`config.mk`:
```
export PLATFORM = sky130hd
export DESIGN_NAME = rf_write_arbiter
export DESIGN_NICKNAME = d
export VERILOG_FILES = /design/src/rtl/rf_write_arbiter.sv
export SDC_FILE = /design/constraint.sdc
export NUM_CORES = 1
export LEC_CHECK = 0
export ABC_AREA = 0
export CORE_MARGIN = 3
export CORE_UTILIZATION = 31
export DETAILED_ROUTE_END_ITERATION = 8
export PLACE_DENSITY = 0.51
export SLEW_MARGIN = 40
export SYNTH_ARGS = -nofsm -noshare
export SYNTH_HDL_FRONTEND = slang
export SYNTH_SLANG_ARGS = --single-unit
```
`constraint.sdc`:
```
create_clock -name clk -period 4 [get_ports clk]
set_clock_uncertainty 0.1 [all_clocks]
set_input_delay 0.6 -clock clk [delete_from_list [all_inputs] [get_ports clk]]
set_output_delay 0.6 -clock clk [all_outputs]
set_load 0.005 [all_outputs]
```
`src/rtl/rf_write_arbiter.sv`:
```
// Merges in-order pipe writeback with buffered out-of-order late results onto one RF write port.
// Optional starvation guard: define RF_WR_STARVE_GUARD_EN to force a blocked FIFO head through.
module rf_write_arbiter #(
  parameter int DEPTH    = 4,
  parameter int MAX_WAIT = 8
) (
  input  logic        clk,
  input  logic        rst,
  input  logic        pipe_we,
  input  logic [4:0]  pipe_rd,
  input  logic [31:0] pipe_wd,
  output logic        pipe_stall,
  input  logic        lsu_valid,
  output logic        lsu_ready,
  input  logic [4:0]  lsu_rd,
  input  logic [31:0] lsu_wd,
  input  logic [4:0]  hz_rs1,
  input  logic [4:0]  hz_rs2,
  input  logic [4:0]  hz_rd,
  output logic        hz_pending,
  output logic        WE,
  output logic [4:0]  A3,
  output logic [31:0] WD
);

  localparam int PW = $clog2(DEPTH);

  if (DEPTH < 2 || DEPTH > 16 || (DEPTH & (DEPTH - 1)) != 0 || MAX_WAIT < 1) begin : g_param_check
    $error("rf_write_arbiter: DEPTH must be a power of two in 2..16 and MAX_WAIT >= 1");
  end

  logic [DEPTH-1:0] live_q, live_d;
  logic [4:0]       rd_q [DEPTH];
  logic [31:0]      wd_q [DEPTH];
  logic [PW-1:0]    rptr_q, wptr_q;
  logic [PW:0]      cnt_q, cnt_d;

  logic empty, full, head_live, force_head;
  logic pipe_take, head_sel, pop, push, hz_hit;

  assign empty     = (cnt_q == '0);
  assign full      = (cnt_q == (PW+1)'(DEPTH));
  assign head_live = live_q[rptr_q];

`ifdef RF_WR_STARVE_GUARD_EN
  localparam int WW = $clog2(MAX_WAIT + 1);
  logic [WW-1:0] wait_q, wait_d;

  assign force_head = !empty && (wait_q == WW'(MAX_WAIT));

  always_comb begin
    wait_d = wait_q;
    if (pop || empty) wait_d = '0;
    else              wait_d = wait_q + 1'b1;
  end

  always_ff @(posedge clk) begin
    if (rst) wait_q <= '0;
    else     wait_q <= wait_d;
  end
`else
  assign force_head = 1'b0;
`endif

  // A forced head preempts the pipe; the ignored pipe write applies no kill.
  assign pipe_take = !rst && !force_head && pipe_we && (pipe_rd != 5'd0);
  assign head_sel  = !rst && !empty && (force_head || !pipe_take);
  assign pop       = head_sel || (!rst && !empty && !head_live && pipe_take);
  assign lsu_ready = !rst && !full;
  assign push      = lsu_valid && lsu_ready;
  assign pipe_stall = !rst && force_head;

  always_comb begin
    WE = 1'b0;
    A3 = 5'd0;
    WD = 32'd0;
    if (head_sel) begin
      if (head_live) begin
        WE = 1'b1;
        A3 = rd_q[rptr_q];
        WD = wd_q[rptr_q];
      end
    end else if (pipe_take) begin
      WE = 1'b1;
      A3 = pipe_rd;
      WD = pipe_wd;
    end
  end

  // Younger pipe write wins over any buffered result to the same register.
  always_comb begin
    live_d = live_q;
    if (pipe_take) begin
      for (int i = 0; i < DEPTH; i++) begin
        if (rd_q[i] == pipe_rd) live_d[i] = 1'b0;
      end
    end
    if (pop)  live_d[rptr_q] = 1'b0;
    if (push) live_d[wptr_q] = (lsu_rd != 5'd0);
  end

  always_comb begin
    cnt_d = cnt_q + (PW+1)'(push) - (PW+1)'(pop);
  end

  always_ff @(posedge clk) begin
    if (rst) begin
      live_q <= '0;
      rptr_q <= '0;
      wptr_q <= '0;
      cnt_q  <= '0;
    end else begin
      live_q <= live_d;
      cnt_q  <= cnt_d;
      if (pop)  rptr_q <= rptr_q + 1'b1;
      if (push) wptr_q <= wptr_q + 1'b1;
    end
  end

  always_ff @(posedge clk) begin
    if (push) begin
      rd_q[wptr_q] <= lsu_rd;
      wd_q[wptr_q] <= lsu_wd;
    end
  end

  always_comb begin
    hz_hit = 1'b0;
    for (int i = 0; i < DEPTH; i++) begin
      if (live_q[i] && (((hz_rs1 != 5'd0) && (rd_q[i] == hz_rs1)) ||
                        ((hz_rs2 != 5'd0) && (rd_q[i] == hz_rs2)) ||
                        ((hz_rd  != 5'd0) && (rd_q[i] == hz_rd)))) begin
        hz_hit = 1'b1;
      end
    end
  end

  assign hz_pending = !rst && hz_hit;

endmodule

```
==> key figures <==
STA
  • Count of pins over their slew limit: 0
  • RSZ-0062 raised after global routing: no
  • Max_slew headroom: 54.8%
  • F_max: 260 MHz
  • Post-route minimum period: 3.84 ns
  • Finish-stage setup viols: 0
  • Crit share post-route: 96.1%
  • Final Hold Fails: 0
  • Setup TNS: 0 ns
  • Final hold slack: 0.460 ns
  • Worst-Margin Slew: 0.678 ns

Floorplan
  • Chip Height: 162 microns
  • Initial core utilization: 31.9%
  • Rows: 56
  • Core footprint: 23800 sq um
  • DIE AREA: 26300 sq um
  • Top-Level Pins: 134
  • Die X: 162 microns

Power
  • Combinational power share: 21.2%
  • Sequential share of power: 43.9%
  • PD cells: 475 nW/um^2
  • Clock Power Share: 34.9%
  • P_sw: 0.00121 W
  • Pleak: 3.17 nW
  • Internal power: 0.00344 W
  • Peak supply drop: 0.290 mV
  • Sw Ratio: 26.0%

Yosys
  • Top FF cell, synth: edfxtp_1
  • Largest family of logic cells by synthesized area: multiplexers
  • Adder-cell share of the synthesized area: 1.92%
  • Net Count, Synth: 585
  • Cells after Synth: 481
  • Post-synth top area share: 58.7%
  • Netlist Area Pre-Place: 7570 sq um
  • Xor/xnor share of the synthesized area: 9.61%
  • Synth Area in Compound Gates: 6.61%
  • Ys Warns: 0
  • Top cells by count, synth: edfxtp_1, xnor2_1, mux4_2, a22o_1, clkbuf_1
  • Post-synth ARST share: 0%
  • Synth area leader: edfxtp_1
  • Mux cell area share after synthesis: 11.7%
  • Post-synth EDFFs: 148
  • Mean post-synth cell area: 15.7 sq um
  • Top cells by area, synth: edfxtp_1, mux4_2, xnor2_1
  • Seq/Total Area, Yosys: 62.2%
  • Synthesized flop and latch total: 161
  • Leading cell type by number of instances after synthesis: edfxtp_1
  • Fraction of the mapped netlist area in simple logic gates: 4.22%
  • Synth cell types: 37

Drt
  • Final antenna-violating net count: 0
  • Wire per inst: 20.2 microns
  • DRC Markers: 0
  • Drt pass-1 iters: 4
  • Drt total wl: 18600 microns
  • Initial DRC Count: 215
  • Vias/cell: 4.93
  • Via count: 4548

Setup path
  • Crit path DAT: 3.14 ns
  • Type of origin of the critical path: primary input
  • Worst Setup Path Type: primary input to output pin
  • CP endpoint kind: output pin
  • Critical Path Fanout Max: 18
  • Crit path required time: 3.30 ns

Cells and area
  • Share of layout cells above drive strength 1: 16.4%
  • Nets: 694
  • N_diodes: 0
  • Area growth, synth to finish: 29.4%

Clock tree
  • Number of CTS-inserted buffers: 17
  • CTS sink cnt: 161
  • CTS clock-pin slew for the worst setup and hold paths: 0.06 ns
  • H-tree Lvls: 4
  • Post-CTS Setup Bufs: 0
  • CTS Hold Bufs: 0
  • Worst-Skew Late Latency: 0.42 ns
  • CTS max path bufs: 2
  • Root Driver: clkbuf_16
  • Cts repair resizes: 0
  • CTS tree: yes

Place
  • Port bufs: 132
  • Post-detail-place hpwl: 12600 microns
  • GP Congestion: 0.880

Global routing
  • Total track usage: 14.5%
  • Grt ovf: 0
  • Vias in the first global route: 4844
  • Largest net degree at the start of global routing: 40
  • First-pass GRT wire length: 28400 microns
  • Initial antenna violation count: 2

Hold path
  • Hold crit path type: flop to flop

Outcome
  • Status: finished clean

Job
  • Max Cap Viol: 0
-- final timing paths --
kind                                              from             endpoint  slack [ns]  cells after the start
worst max-delay path                        pipe_rd[1]                A3[0]        0.16                      7
worst max register to register  rptr_q[0]$_SDFFE_PP0N_  cnt_q[2]$_SDFF_PP0_        1.31                     10
worst min-delay path               cnt_q[2]$_SDFF_PP0_  cnt_q[2]$_SDFF_PP0_        0.46                      2
worst min register to register     cnt_q[2]$_SDFF_PP0_  cnt_q[2]$_SDFF_PP0_        0.46                      2
-- routing by layer --
metal / wire length (microns) / up-vias / share of wire, % / track usage (%)
met1: 8020 / 2312 / 43 / 18.6
met4: 401 / 4 / 2.2 / 5.47
met5: 27 / - / 0.15 / 0
met2: 9020 / 144 / 49 / 23.8
li1: - / 2058 / - / -
met3: 1120 / 30 / 6.0 / 3.44
-- power groups by stage --
stage / sequential [W] / clock, W / combinational, W
2_1_floorplan: 0.00202 / 0 / 0.000671
3_3_place_gp: 0.00208 / 0 / 0.000998
3_5_place_dp: 0.00208 / 0 / 0.00100
4_1_cts: 0.00204 / 0.00166 / 0.00101
5_1_grt: 0.00205 / 0.00173 / 0.00108
6_report: 0.00204 / 0.00162 / 0.000987
-- logic make-up after synthesis --
group,after synthesis
simple gates,60
flops,161
compound gates,59
buf+inv,65
mux,41
other cells,1
xor+xnor,83
fa+ha+maj,11
-- state kept, by name, indices dropped and copies added (netlist names), named ones only --
| signal | cells |
|---|---|
| wptr_q | 2 |
| live_q | 4 |
| wd_q | 128 |
| rptr_q | 2 |
| rd_q | 20 |
| cnt_q | 3 |
-- cell type report --
class                   instances  area [sq um]
fillers                      2161         14000
clock buffers                  17           425
well taps                     319           399
repair buffers                148          1450
clock inverters                15           176
inverters                       7          26.3
flip-flops and latches        161          4710
multi-input cells             255          2610
-- worst max-delay path, cell delays in order --
cell and delay, ns:
clkdlybuf4s50_1 0.49, or4_4 0.59, o21ai_2 0.24, and3_2 0.28
buf_4 0.26, a22o_1 0.17, clkdlybuf4s50_1 0.51
-- per-stage QoR --
step	cells	power (W)	setup slack, ns	instance area (sq um)	utilization, %
3_5_place_dp	890	0.00308	0.168	9190	38.7
5_1_grt	922	0.00487	0.0465	9790	41.2
4_1_cts	922	0.00471	0.164	9790	41.2
3_3_place_gp	890	0.00307	0.188	9180	38.6
2_1_floorplan	481	0.00269	0.774	7570	-
6_report	922	0.00465	0.157	9790	41.2
-- layout by cell type, fill, tap and decap left out, types with 4 or more instances in the layout --
cell type        synthesis  routed
edfxtp_1               148     148
clkdlybuf4s50_1          0     132
xnor2_1                 50      50
mux4_2                  38      38
a22o_1                  37      37
xor2_1                  33      33
clkbuf_16                0      17
nand3_1                 16      16
buf_4                    4      15
nor4_1                  12      12
nor2_1                  11      11
dfxtp_1                 13      11
ha_1                    10      10
inv_1                    7       7
nand2_1                  6       6
inv_6                    0       6
a21oi_1                  5       5
o31ai_1                  5       5
and3_4                   0       4
o41ai_1                  4       4
a211o_1                  4       4
Power figures use the tool's default switching activity.
